**config.mk**
```make
export PLATFORM = sky130hd
export DESIGN_NAME = multicycle_ctrl_fsm
export DESIGN_NICKNAME = d
export VERILOG_FILES = /design/src/rtl/cpu_ctrl_pkg.sv /design/src/rtl/multicycle_ctrl_fsm_decode.sv /design/src/rtl/multicycle_ctrl_fsm.sv
export SDC_FILE = /design/constraint.sdc
export NUM_CORES = 1
export LEC_CHECK = 0
export ABC_AREA = 1
export CAP_MARGIN = 20
export CORE_MARGIN = 2
export CORE_UTILIZATION = 40
export DETAILED_ROUTE_END_ITERATION = 6
export GPL_TIMING_DRIVEN = 0
export PLACE_DENSITY = 0.83
export RECOVER_POWER = 50
export SYNTH_ARGS = -nofsm -noshare
export SYNTH_HDL_FRONTEND = slang
export SYNTH_SLANG_ARGS = --single-unit
```
**constraint.sdc**
```tcl
create_clock -name CLK -period 2.3 [get_ports CLK]
set_input_delay 0.23 -clock CLK [delete_from_list [all_inputs] [get_ports CLK]]
set_output_delay 0.23 -clock CLK [all_outputs]
set_load 0.02 [all_outputs]
```
**src/rtl/cpu_ctrl_pkg.sv**
```systemverilog
// Shared definitions for the multi-cycle CPU control unit: opcodes, FSM state
// encodings, ALU function codes, the control-word layout and the ALU-class
// opcode decoder used by both the next-state logic and the output decode.
package cpu_ctrl_pkg;

  // Opcode field IR[31:26]
  localparam logic [5:0] OP_ADD   = 6'b000000;
  localparam logic [5:0] OP_SUB   = 6'b000001;
  localparam logic [5:0] OP_ADDIU = 6'b000010;
  localparam logic [5:0] OP_AND   = 6'b010000;
  localparam logic [5:0] OP_ANDI  = 6'b010001;
  localparam logic [5:0] OP_ORI   = 6'b010010;
  localparam logic [5:0] OP_SLL   = 6'b011000;
  localparam logic [5:0] OP_SLTI  = 6'b100111;
  localparam logic [5:0] OP_SW    = 6'b110000;
  localparam logic [5:0] OP_LW    = 6'b110001;
  localparam logic [5:0] OP_BEQ   = 6'b110100;
  localparam logic [5:0] OP_BNE   = 6'b110101;
  localparam logic [5:0] OP_J     = 6'b111000;
  localparam logic [5:0] OP_JR    = 6'b111001;
  localparam logic [5:0] OP_JAL   = 6'b111010;
  localparam logic [5:0] OP_HALT  = 6'b111111;

  // FSM state encodings (visible on the State debug port)
  typedef enum logic [3:0] {
    S_IF     = 4'b0000,
    S_ID     = 4'b0001,
    S_EXE_LS = 4'b0010,
    S_MEM    = 4'b0011,
    S_WB_LD  = 4'b0100,
    S_EXE_BR = 4'b0101,
    S_EXE_AL = 4'b0110,
    S_WB_AL  = 4'b0111,
    S_HALT   = 4'b1000
  } state_t;

  // ALU function codes
  localparam logic [2:0] ALU_ADD = 3'b000;
  localparam logic [2:0] ALU_SUB = 3'b001;
  localparam logic [2:0] ALU_AND = 3'b010;
  localparam logic [2:0] ALU_OR  = 3'b011;
  localparam logic [2:0] ALU_SLL = 3'b100;
  localparam logic [2:0] ALU_SLT = 3'b101;

  // PC source and destination-register selects
  localparam logic [1:0] PC_NEXT   = 2'b00;
  localparam logic [1:0] PC_BRANCH = 2'b01;
  localparam logic [1:0] PC_JR     = 2'b10;
  localparam logic [1:0] PC_JUMP   = 2'b11;
  localparam logic [1:0] RD_RA     = 2'b00;
  localparam logic [1:0] RD_RT     = 2'b01;
  localparam logic [1:0] RD_RD     = 2'b10;

  // Full set of datapath controls produced each cycle
  typedef struct packed {
    logic       pc_wre;
    logic       ir_wre;
    logic       reg_wre;
    logic       ins_mem_rw;
    logic       m_rd;
    logic       m_wr;
    logic       alu_src_a;
    logic       alu_src_b;
    logic       db_data_src;
    logic       wr_reg_d_src;
    logic       ext_sel;
    logic [1:0] pc_src;
    logic [1:0] reg_dst;
    logic [2:0] alu_op;
  } ctrl_word_t;

  localparam int CTRL_W = $bits(ctrl_word_t);

  // Datapath setup for the register/immediate ALU instruction class
  typedef struct packed {
    logic       valid;
    logic [2:0] alu_op;
    logic       src_a;
    logic       src_b;
    logic       ext;
    logic [1:0] reg_dst;
  } alu_decode_t;

  // Classify an opcode as an ALU instruction and return its datapath setup.
  // Logical immediates zero-extend; arithmetic immediates sign-extend.
  function automatic alu_decode_t alu_decode(input logic [5:0] op);
    alu_decode_t d;
    case (op)
      OP_ADD:   d = '{1'b1, ALU_ADD, 1'b0, 1'b0, 1'b0, RD_RD};
      OP_SUB:   d = '{1'b1, ALU_SUB, 1'b0, 1'b0, 1'b0, RD_RD};
      OP_ADDIU: d = '{1'b1, ALU_ADD, 1'b0, 1'b1, 1'b1, RD_RT};
      OP_AND:   d = '{1'b1, ALU_AND, 1'b0, 1'b0, 1'b0, RD_RD};
      OP_ANDI:  d = '{1'b1, ALU_AND, 1'b0, 1'b1, 1'b0, RD_RT};
      OP_ORI:   d = '{1'b1, ALU_OR,  1'b0, 1'b1, 1'b0, RD_RT};
      OP_SLL:   d = '{1'b1, ALU_SLL, 1'b1, 1'b0, 1'b0, RD_RD};
      OP_SLTI:  d = '{1'b1, ALU_SLT, 1'b0, 1'b1, 1'b1, RD_RT};
      default:  d = '0;
    endcase
    return d;
  endfunction

endpackage

```
**src/rtl/multicycle_ctrl_fsm_decode.sv**
```systemverilog
// ctrl_decode: combinational mapping of {state, opcode, Zero} to the datapath
// control word. Build option MEM_WAIT_EN adds the MemReady input so that a
// store only writes the PC on the cycle the memory accepts it.
module ctrl_decode
  import cpu_ctrl_pkg::*;
(
  input  logic [3:0]        state_i,
  input  logic [5:0]        opcode_i,
  input  logic              zero_i,
`ifdef MEM_WAIT_EN
  input  logic              mem_ready_i,
`endif
  output logic [CTRL_W-1:0] ctrl_o
);

  ctrl_word_t  ctrl_s;
  alu_decode_t alu_s;
  logic        br_taken_s;
  logic        sw_pc_wre_s;

  assign alu_s      = alu_decode(opcode_i);
  assign br_taken_s = ((opcode_i == OP_BEQ) &&  zero_i) ||
                      ((opcode_i == OP_BNE) && !zero_i);
`ifdef MEM_WAIT_EN
  assign sw_pc_wre_s = mem_ready_i;
`else
  assign sw_pc_wre_s = 1'b1;
`endif
  assign ctrl_o = ctrl_s;

  // Moore decode of the current state; only branch PCSrc looks at Zero
  always_comb begin
    ctrl_s = '0;
    case (state_i)
      S_IF: begin
        ctrl_s.ir_wre     = 1'b1;
        ctrl_s.ins_mem_rw = 1'b1;
      end
      S_ID: begin
        case (opcode_i)
          OP_J: begin
            ctrl_s.pc_wre = 1'b1;
            ctrl_s.pc_src = PC_JUMP;
          end
          OP_JAL: begin
            ctrl_s.pc_wre       = 1'b1;
            ctrl_s.pc_src       = PC_JUMP;
            ctrl_s.reg_wre      = 1'b1;
            ctrl_s.reg_dst      = RD_RA;
            ctrl_s.wr_reg_d_src = 1'b0;
          end
          OP_JR: begin
            ctrl_s.pc_wre = 1'b1;
            ctrl_s.pc_src = PC_JR;
          end
          OP_HALT, OP_BEQ, OP_BNE, OP_LW, OP_SW: begin
            ctrl_s.pc_wre = 1'b0;
          end
          default: begin
            // ALU instructions continue; anything unrecognised retires as a NOP
            ctrl_s.pc_wre = !alu_s.valid;
          end
        endcase
      end
      S_EXE_AL, S_WB_AL: begin
        ctrl_s.alu_op    = alu_s.alu_op;
        ctrl_s.alu_src_a = alu_s.src_a;
        ctrl_s.alu_src_b = alu_s.src_b;
        ctrl_s.ext_sel   = alu_s.ext;
        if (state_i == S_WB_AL) begin
          ctrl_s.reg_wre      = 1'b1;
          ctrl_s.pc_wre       = 1'b1;
          ctrl_s.wr_reg_d_src = 1'b1;
          ctrl_s.reg_dst      = alu_s.reg_dst;
        end else begin
          ctrl_s.reg_wre = 1'b0;
        end
      end
      S_EXE_BR: begin
        ctrl_s.alu_op  = ALU_SUB;
        ctrl_s.ext_sel = 1'b1;
        ctrl_s.pc_wre  = 1'b1;
        ctrl_s.pc_src  = br_taken_s ? PC_BRANCH : PC_NEXT;
      end
      S_EXE_LS, S_MEM: begin
        // address computation is held stable through the memory access
        ctrl_s.alu_src_b = 1'b1;
        ctrl_s.ext_sel   = 1'b1;
        ctrl_s.alu_op    = ALU_ADD;
        if (state_i == S_MEM) begin
          if (opcode_i == OP_SW) begin
            ctrl_s.m_wr   = 1'b1;
            ctrl_s.pc_wre = sw_pc_wre_s;
          end else begin
            ctrl_s.m_rd = 1'b1;
          end
        end else begin
          ctrl_s.m_rd = 1'b0;
        end
      end
      S_WB_LD: begin
        ctrl_s.db_data_src  = 1'b1;
        ctrl_s.wr_reg_d_src = 1'b1;
        ctrl_s.reg_dst      = RD_RT;
        ctrl_s.reg_wre      = 1'b1;
        ctrl_s.pc_wre       = 1'b1;
      end
      S_HALT: begin
        ctrl_s = '0;
      end
      default: begin
        ctrl_s = '0;
      end
    endcase
  end

endmodule

```
**src/rtl/multicycle_ctrl_fsm.sv**
```systemverilog
// multicycle_ctrl_fsm: instruction sequencer for the multi-cycle CPU
// (IF/ID/EXE/MEM/WB). Holds the state register and next-state logic; all
// datapath controls come from ctrl_decode. Optional build macro MEM_WAIT_EN
// makes sMEM wait for MemReady; without it MemReady is ignored.
module multicycle_ctrl_fsm
  import cpu_ctrl_pkg::*;
#(
  parameter int STATE_W  = 4,
  parameter int OPCODE_W = 6
) (
  input  logic                CLK,
  input  logic                Reset,
  input  logic [OPCODE_W-1:0] Opcode,
  input  logic                Zero,
  input  logic                MemReady,
  output logic                PCWre,
  output logic                IRWre,
  output logic                RegWre,
  output logic                InsMemRW,
  output logic                mRD,
  output logic                mWR,
  output logic                ALUSrcA,
  output logic                ALUSrcB,
  output logic                DBDataSrc,
  output logic                WrRegDSrc,
  output logic                ExtSel,
  output logic [1:0]          PCSrc,
  output logic [1:0]          RegDst,
  output logic [2:0]          ALUOp,
  output logic [STATE_W-1:0]  State
);

  state_t      state_q;
  state_t      state_d;
  logic [5:0]  opcode_s;
  alu_decode_t alu_s;
  ctrl_word_t  ctrl_s;

  assign opcode_s = 6'(Opcode);
  assign alu_s    = alu_decode(opcode_s);

`ifndef MEM_WAIT_EN
  logic mem_ready_unused_s;
  assign mem_ready_unused_s = MemReady;
`endif

  ctrl_decode u_decode (
    .state_i     (state_q),
    .opcode_i    (opcode_s),
    .zero_i      (Zero),
`ifdef MEM_WAIT_EN
    .mem_ready_i (MemReady),
`endif
    .ctrl_o      (ctrl_s)
  );

  // Next-state selection from current state and opcode
  always_comb begin
    state_d = state_q;
    case (state_q)
      S_IF: state_d = S_ID;
      S_ID: begin
        if (alu_s.valid) begin
          state_d = S_EXE_AL;
        end else begin
          case (opcode_s)
            OP_J, OP_JAL, OP_JR: state_d = S_IF;
            OP_HALT:             state_d = S_HALT;
            OP_BEQ, OP_BNE:      state_d = S_EXE_BR;
            OP_LW, OP_SW:        state_d = S_EXE_LS;
            default:             state_d = S_IF;
          endcase
        end
      end
      S_EXE_AL: state_d = S_WB_AL;
      S_WB_AL:  state_d = S_IF;
      S_EXE_BR: state_d = S_IF;
      S_EXE_LS: state_d = S_MEM;
      S_MEM: begin
`ifdef MEM_WAIT_EN
        if (!MemReady) begin
          state_d = S_MEM;
        end else if (opcode_s == OP_SW) begin
          state_d = S_IF;
        end else begin
          state_d = S_WB_LD;
        end
`else
        if (opcode_s == OP_SW) begin
          state_d = S_IF;
        end else begin
          state_d = S_WB_LD;
        end
`endif
      end
      S_WB_LD: state_d = S_IF;
      S_HALT:  state_d = S_HALT;
      default: state_d = S_IF;
    endcase
  end

  // State register; active-low reset wins over every other input
  always_ff @(posedge CLK) begin
    if (!Reset) begin
      state_q <= S_IF;
    end else begin
      state_q <= state_d;
    end
  end

  assign PCWre     = ctrl_s.pc_wre;
  assign IRWre     = ctrl_s.ir_wre;
  assign RegWre    = ctrl_s.reg_wre;
  assign InsMemRW  = ctrl_s.ins_mem_rw;
  assign mRD       = ctrl_s.m_rd;
  assign mWR       = ctrl_s.m_wr;
  assign ALUSrcA   = ctrl_s.alu_src_a;
  assign ALUSrcB   = ctrl_s.alu_src_b;
  assign DBDataSrc = ctrl_s.db_data_src;
  assign WrRegDSrc = ctrl_s.wr_reg_d_src;
  assign ExtSel    = ctrl_s.ext_sel;
  assign PCSrc     = ctrl_s.pc_src;
  assign RegDst    = ctrl_s.reg_dst;
  assign ALUOp     = ctrl_s.alu_op;
  assign State     = STATE_W'(state_q);

endmodule

```
# ---- After elaboration in Yosys (flattened, before gate mapping)
# Index checks and enable logic that the tools add are counted.
dict set report op_classes {
  n_eq_ne 23
  n_reduce_logical 16
  mux 27
}
# cell n
set op_table {}
lappend op_table {{one-hot mux 9 bit (8 select lines)} 1}
lappend op_table {{equality test 6 bit (second input constant)} 9}
lappend op_table {{equality test 6 x 5 -> 1 bit (second input constant)} 4}
lappend op_table {{one-hot mux 4 bit (6 select lines)} 1}
lappend op_table {{equality test 4 x 3 -> 1 bit (second input constant)} 4}
lappend op_table {{one-hot mux 2 bit (2 select lines)} 3}
lappend op_table {{one-hot mux 4 bit (3 select lines)} 1}
lappend op_table {{OR reduction 2 bit} 6}
lappend op_table {{two-way mux 1 bit} 10}
lappend op_table {{equality test 4 x 2 -> 1 bit (second input constant)} 2}
lappend op_table {{one-hot mux 1 bit (2 select lines)} 4}
lappend op_table {{equality test 6 x 1 -> 1 bit (second input constant)} 1}
lappend op_table {{equality test 6 x 2 -> 1 bit (second input constant)} 1}
lappend op_table {{zero test 6 bit} 1}
lappend op_table {{one-hot mux 3 bit (2 select lines)} 1}
lappend op_table {{OR reduction 3 bit} 2}
lappend op_table {{OR reduction 5 bit} 1}
lappend op_table {{equality test 4 x 1 -> 1 bit (second input constant)} 1}
lappend op_table {{equality test 4 bit (second input constant)} 1}
lappend op_table {{zero test 4 bit} 1}
lappend op_table {{two-way mux 2 bit} 2}
lappend op_table {{two-way mux 4 bit} 1}
lappend op_table {{one-hot mux 1 bit (4 select lines)} 1}
lappend op_table {{two-way mux 3 bit} 1}
lappend op_table {{other kinds (4)} 6}
dict set report word_totals {
  out_inout_bits 22
  ff_bits 4
}

# ---- Depth between registers and ports, before layout
# Gate-level depths: netlist of the first run.
dict set report logic_depth {
  word_depth 5
  depth_mapped 10
  depth_no_buf 10
}

# ---- Modules after synthesis
# Synthesis of the first run repeated with hierarchy kept, for this count alone.
dict set report unflattened {
  hier_cells 163
  area_unflattened_um2 848.3
}
# module area_each_um2 instances cells_per_inst
set modules_own_cells {}
lappend modules_own_cells {ctrl_decode 498.0 1 104}
lappend modules_own_cells {multicycle_ctrl_fsm 350.3 1 59}

# ---- Worst setup path before layout of the first run
# OpenSTA, ideal clock, no wires.
dict set report synth_timing {
  kind {register -> output}
  start {reg state_q[0], in the netlist State[0]}
  end {out PCWre}
  path_stages_with_launch 7
  arrival_ps 1508
  slack_ps 562
  required_ps 2070
  path_buffers 0
  path_cell_list {dfxtp_1 nand2_1 nor2_4 nand2_1 nor2_1 nor3_1 nand2_1}
}
dict set report synth_via {
  elab_chain_len 3
  word_cells_on_any_way 13
  classes_between {eq/ne: 7; mux: 3; reduce/logical: 3}
}
# item line_no
set synth_lines {}
lappend synth_lines {{start, declared} multicycle_ctrl_fsm.sv:33} ;# state_t state_q;
lappend synth_lines {{start signal, assigned} multicycle_ctrl_fsm.sv:107} ;# state_q <= state_d;
lappend synth_lines {{equality test 4 x 2 -> 1 bit, or another cell as far along} {multicycle_ctrl_fsm_decode.sv:34, multicycle_ctrl_fsm_decode.sv:90}}
lappend synth_lines {{two-way mux 1 bit, or another cell as far along} multicycle_ctrl_fsm_decode.sv:90} ;# if (state_i == S_MEM) begin
lappend synth_lines {{one-hot mux 1 bit (4 select lines) (*)} multicycle_ctrl_fsm_decode.sv:34} ;# case (state_i)
lappend synth_lines {{end, declared} multicycle_ctrl_fsm.sv:16} ;# output logic PCWre,
# Mark *: on every way between the ends. The rest lies on a longest branch, timed or not.

# ---- Worst setup path in the final report of the first run
dict set report layout_timing {
  start {in Opcode[2]}
  end {out ALUOp[0]}
}
dict set report layout_via {
  elab_chain_len 3
  word_cells_on_any_way 10
  classes_between {eq/ne: 7; mux: 2; reduce/logical: 1}
}
# item line_no
set layout_lines {}
lappend layout_lines {{start, declared} multicycle_ctrl_fsm.sv:13} ;# input logic [OPCODE_W-1:0] Opcode,
lappend layout_lines {{equality test 6 bit, or another cell as far along} cpu_ctrl_pkg.sv:88} ;# case (op)
lappend layout_lines {{one-hot mux 9 bit (8 select lines) (*)} cpu_ctrl_pkg.sv:88}
lappend layout_lines {{one-hot mux 3 bit (2 select lines) (*)} multicycle_ctrl_fsm_decode.sv:34}
lappend layout_lines {{end, declared} multicycle_ctrl_fsm.sv:29} ;# output logic [2:0] ALUOp,
# Marks and branches as above.

==> results of run 1 <==
==> final cells by class <==
cell class	instances	area [sq um]
Multi-Input combinational cell	84	410.4
Fill cell	122	404.1
Timing Repair Buffer	30	287.8
Inverter	23	86.33
Sequential cell	4	80.08
Clock buffer	3	22.52
Tap cell	15	18.77
Buffer	1	7.507
==> where the power goes <==
group,internal [mW],total [mW],switching (mW)
clock,0.0583,0.0855,0.0272
combinational,0.0560,0.133,0.0766
sequential,0.0733,0.0783,0.00498
total,0.188,0.296,0.109
==> cell usage in the layout, fill, tap and decap left out, types with 3 or more instances in the layout <==
master            n
nand2_1          25
inv_1            23
nor2_1           20
nand3_1          15
clkdlybuf4s50_1  15
a21oi_1           6
dlygate4sd3_1     6
dfxtp_1           4
dlygate4sd2_1     4
nor2_2            3
clkbuf_4          3
==> through the flow <==
stage                     total power [mW]  cell area, sq um
after floorplan                     0.1550             576.8
after global placement              0.2134             895.9
after detailed placement            0.2158             895.9
after CTS                           0.3000             912.1
after global routing                0.3184             913.4
final                               0.2964             913.4
==> timing repair <==
action,in CTS,in global routing
endpoints found under the setup margin,7,5
gates resized for setup,5,7
hold endpoints to repair,0,0
hold buffers,0,0
cloned,0,0
pin swaps,0,0
==> kinds of logic after synthesis <==
kind of cell           after synthesis
AND/OR/NAND/NOR                     73
flip-flops                           4
AO/OA/AOI/OAI                       10
buffers and inverters               24
XOR/XNOR                             1
==> metal layers <==
| layer | vias up | global-route usage [%] | wire length (microns) |
|---|---|---|---|
| met1 | 357 | 23.96 | 790 |
| li1 | 419 | - | - |
| met5 | - | 0 | 0 |
| met3 | 5 | 2.586 | 102 |
| met4 | 0 | 7.742 | 23 |
| met2 | 31 | 36.88 | 847 |
==> final timing paths <==
path / startpoint / endpoint / cells past startpoint
worst max-delay path: Opcode[2] / ALUOp[0] / 8
worst min-delay path: State[3] / State[3] / 2
worst max register to register: State[3] / State[2] / 7
worst min register to register: State[3] / State[3] / 2
==> critical path, stage by stage <==
cell and delay (ps):
clkdlybuf4s50_1 580, inv_1 90, nor2_2 120, nand3_2 130, nand3_1 110, nand2_1 50, nand2_1 60, clkdlybuf4s50_1 590
==> flow_summary_export.csv, run 1 <==
group,metric,value,unit
run_status,status,"completed",
synthesis,synth_compound_area_share,9.978,%
die,boundaryPins,32,
routing,routedWlPerCell,11.03,microns
synthesis,synth_area_leader_cell,"nand2_1",
synthesis,syn_inst,112,
setup_path,ff2ff_setup_slack,1080,ps
final_layout,stdcell_count,160,
setup_path,end_kind,"output port",
placement,post-place-ws,-199.3,ps
sta,finalSetupViolations,0,
global_routing,grt_max_degree,8,
final_layout,final_core_util,69.33,%
final_layout,drive_above_1_share,9.655,%
synthesis,syn_area,576.8,sq um
synthesis,synth_fp_nets,122,
sta,period_share,94.96,%
placement,io_buffers,30,
die,die_h,41.98,microns
power_and_ir_drop,p_per_area,324.5,nW/um^2
clock_tree,cts_buffers,3,
sta,setup-tns-final,0,ps
power_and_ir_drop,ir_drop,0.2487,mV
synthesis,yosysTopAreaCellShare,16.27,%
global_routing,grt_pass1_wl,2.829,mm
global_routing,first_global_vias,695,
die,rows,13,
synthesis,ys_async_sr_fraction,0,%
clock_tree,htreeDepth,1,
clock_tree,cts_sinks,4,
sta,slew_headroom,70.93,%
routing,vias,812,
routing,viasPerCell,5.075,
clock_tree,clk_pin_slew,40,ps
setup_path,critPathArrivalTime,1950,ps
synthesis,synth_edf_count,0,
routing,wirelength,1.764,mm
die,coreArea,1318,sq um
clock_tree,cts_setup_buffers,0,
routing,ant_nets,0,
routing,first_iter_violations,22,
placement,hpwl,1.478,mm
sta,worst_slack,116.0,ps
synthesis,synth_area_leaders,"nand2_1 16%, inv_1 15%, dfxtp_1 14%",
power_and_ir_drop,leakage,0.5158,nW
synthesis,synthDistinctLibCells,18,
setup_path,critPathMaxFanout,4,
job,maxCapViolations,0,
sta,slew_violations,0,
die,die_area,1762,sq um
setup_path,start_kind,"input pin",
die,die_x,41.98,microns
global_routing,grt_usage,20.34,%
clock_tree,clockBufferDepth,2,
synthesis,seq_area_frac_synth,13.88,%
placement,gp_congestion,0.9040,
sta,timing.final.hold_violations,0,
clock_tree,cts_tree,"done",
synthesis,yosys_warnings,0,
sta,worstMarginPinSlew,432.0,ps
sta,holdWs,528.7,ps
routing,dr.pass1.iters,4,
synthesis,ys_ff_latch,4,
synthesis,synthMuxAreaShare,0,%
die,start_util,43.78,%
sta,rsz0062_at_grt,"no",
sta,fin_skew,0.8905,ps
synthesis,synth_area_per_cell,5.150,sq um
final_layout,area_delta_synth_final,58.35,%
setup_path,crit_type,"input pin to output port",
synthesis,synth-simple-area-share,58.35,%
placement,dp_cells,157,
synthesis,synth_top_family_by_area,"simple AND/OR/NAND/NOR gates",
sta,fin_crit,2184,ps
clock_tree,cts-root-buf,"clkbuf_4",
final_layout,largest_reg_flops,4,
synthesis,netlist_top_cells_count,"25 x nand2_1, 23 x inv_1, 21 x nor2_1",
synthesis,synth_fa_ha_area_share,0,%
sta,clock.fmax,457.9,MHz
global_routing,antenna_found_initial,0,
hold_path,hold_path_class,"flop to flop",
synthesis,synth_xor_area_share,1.518,%
routing,drc_errors,0,
final_layout,final_nets,157,
setup_path,critical_path_required,2070,ps
global_routing,overflow,0,
final_layout,antenna_cells,0,
synthesis,synth_most_common_cell,"nand2_1",
synthesis,synth_ff_type,"dfxtp_1",
clock_tree,clk_latency,230,ps
No activity file was read; power rests on OpenSTA's default activity.
==> run 2, diff against run 1 <==
--- a/config.mk
+++ b/config.mk
@@ -6,7 +6,7 @@
 export NUM_CORES = 1
 export LEC_CHECK = 0
 export ABC_AREA = 1
-export CAP_MARGIN = 20
+export CAP_MARGIN = 5
 export CORE_MARGIN = 2
 export CORE_UTILIZATION = 40
 export DETAILED_ROUTE_END_ITERATION = 6
==> results of run 2 <==
Final layout, timing and power as in run 1 (identical DEF).
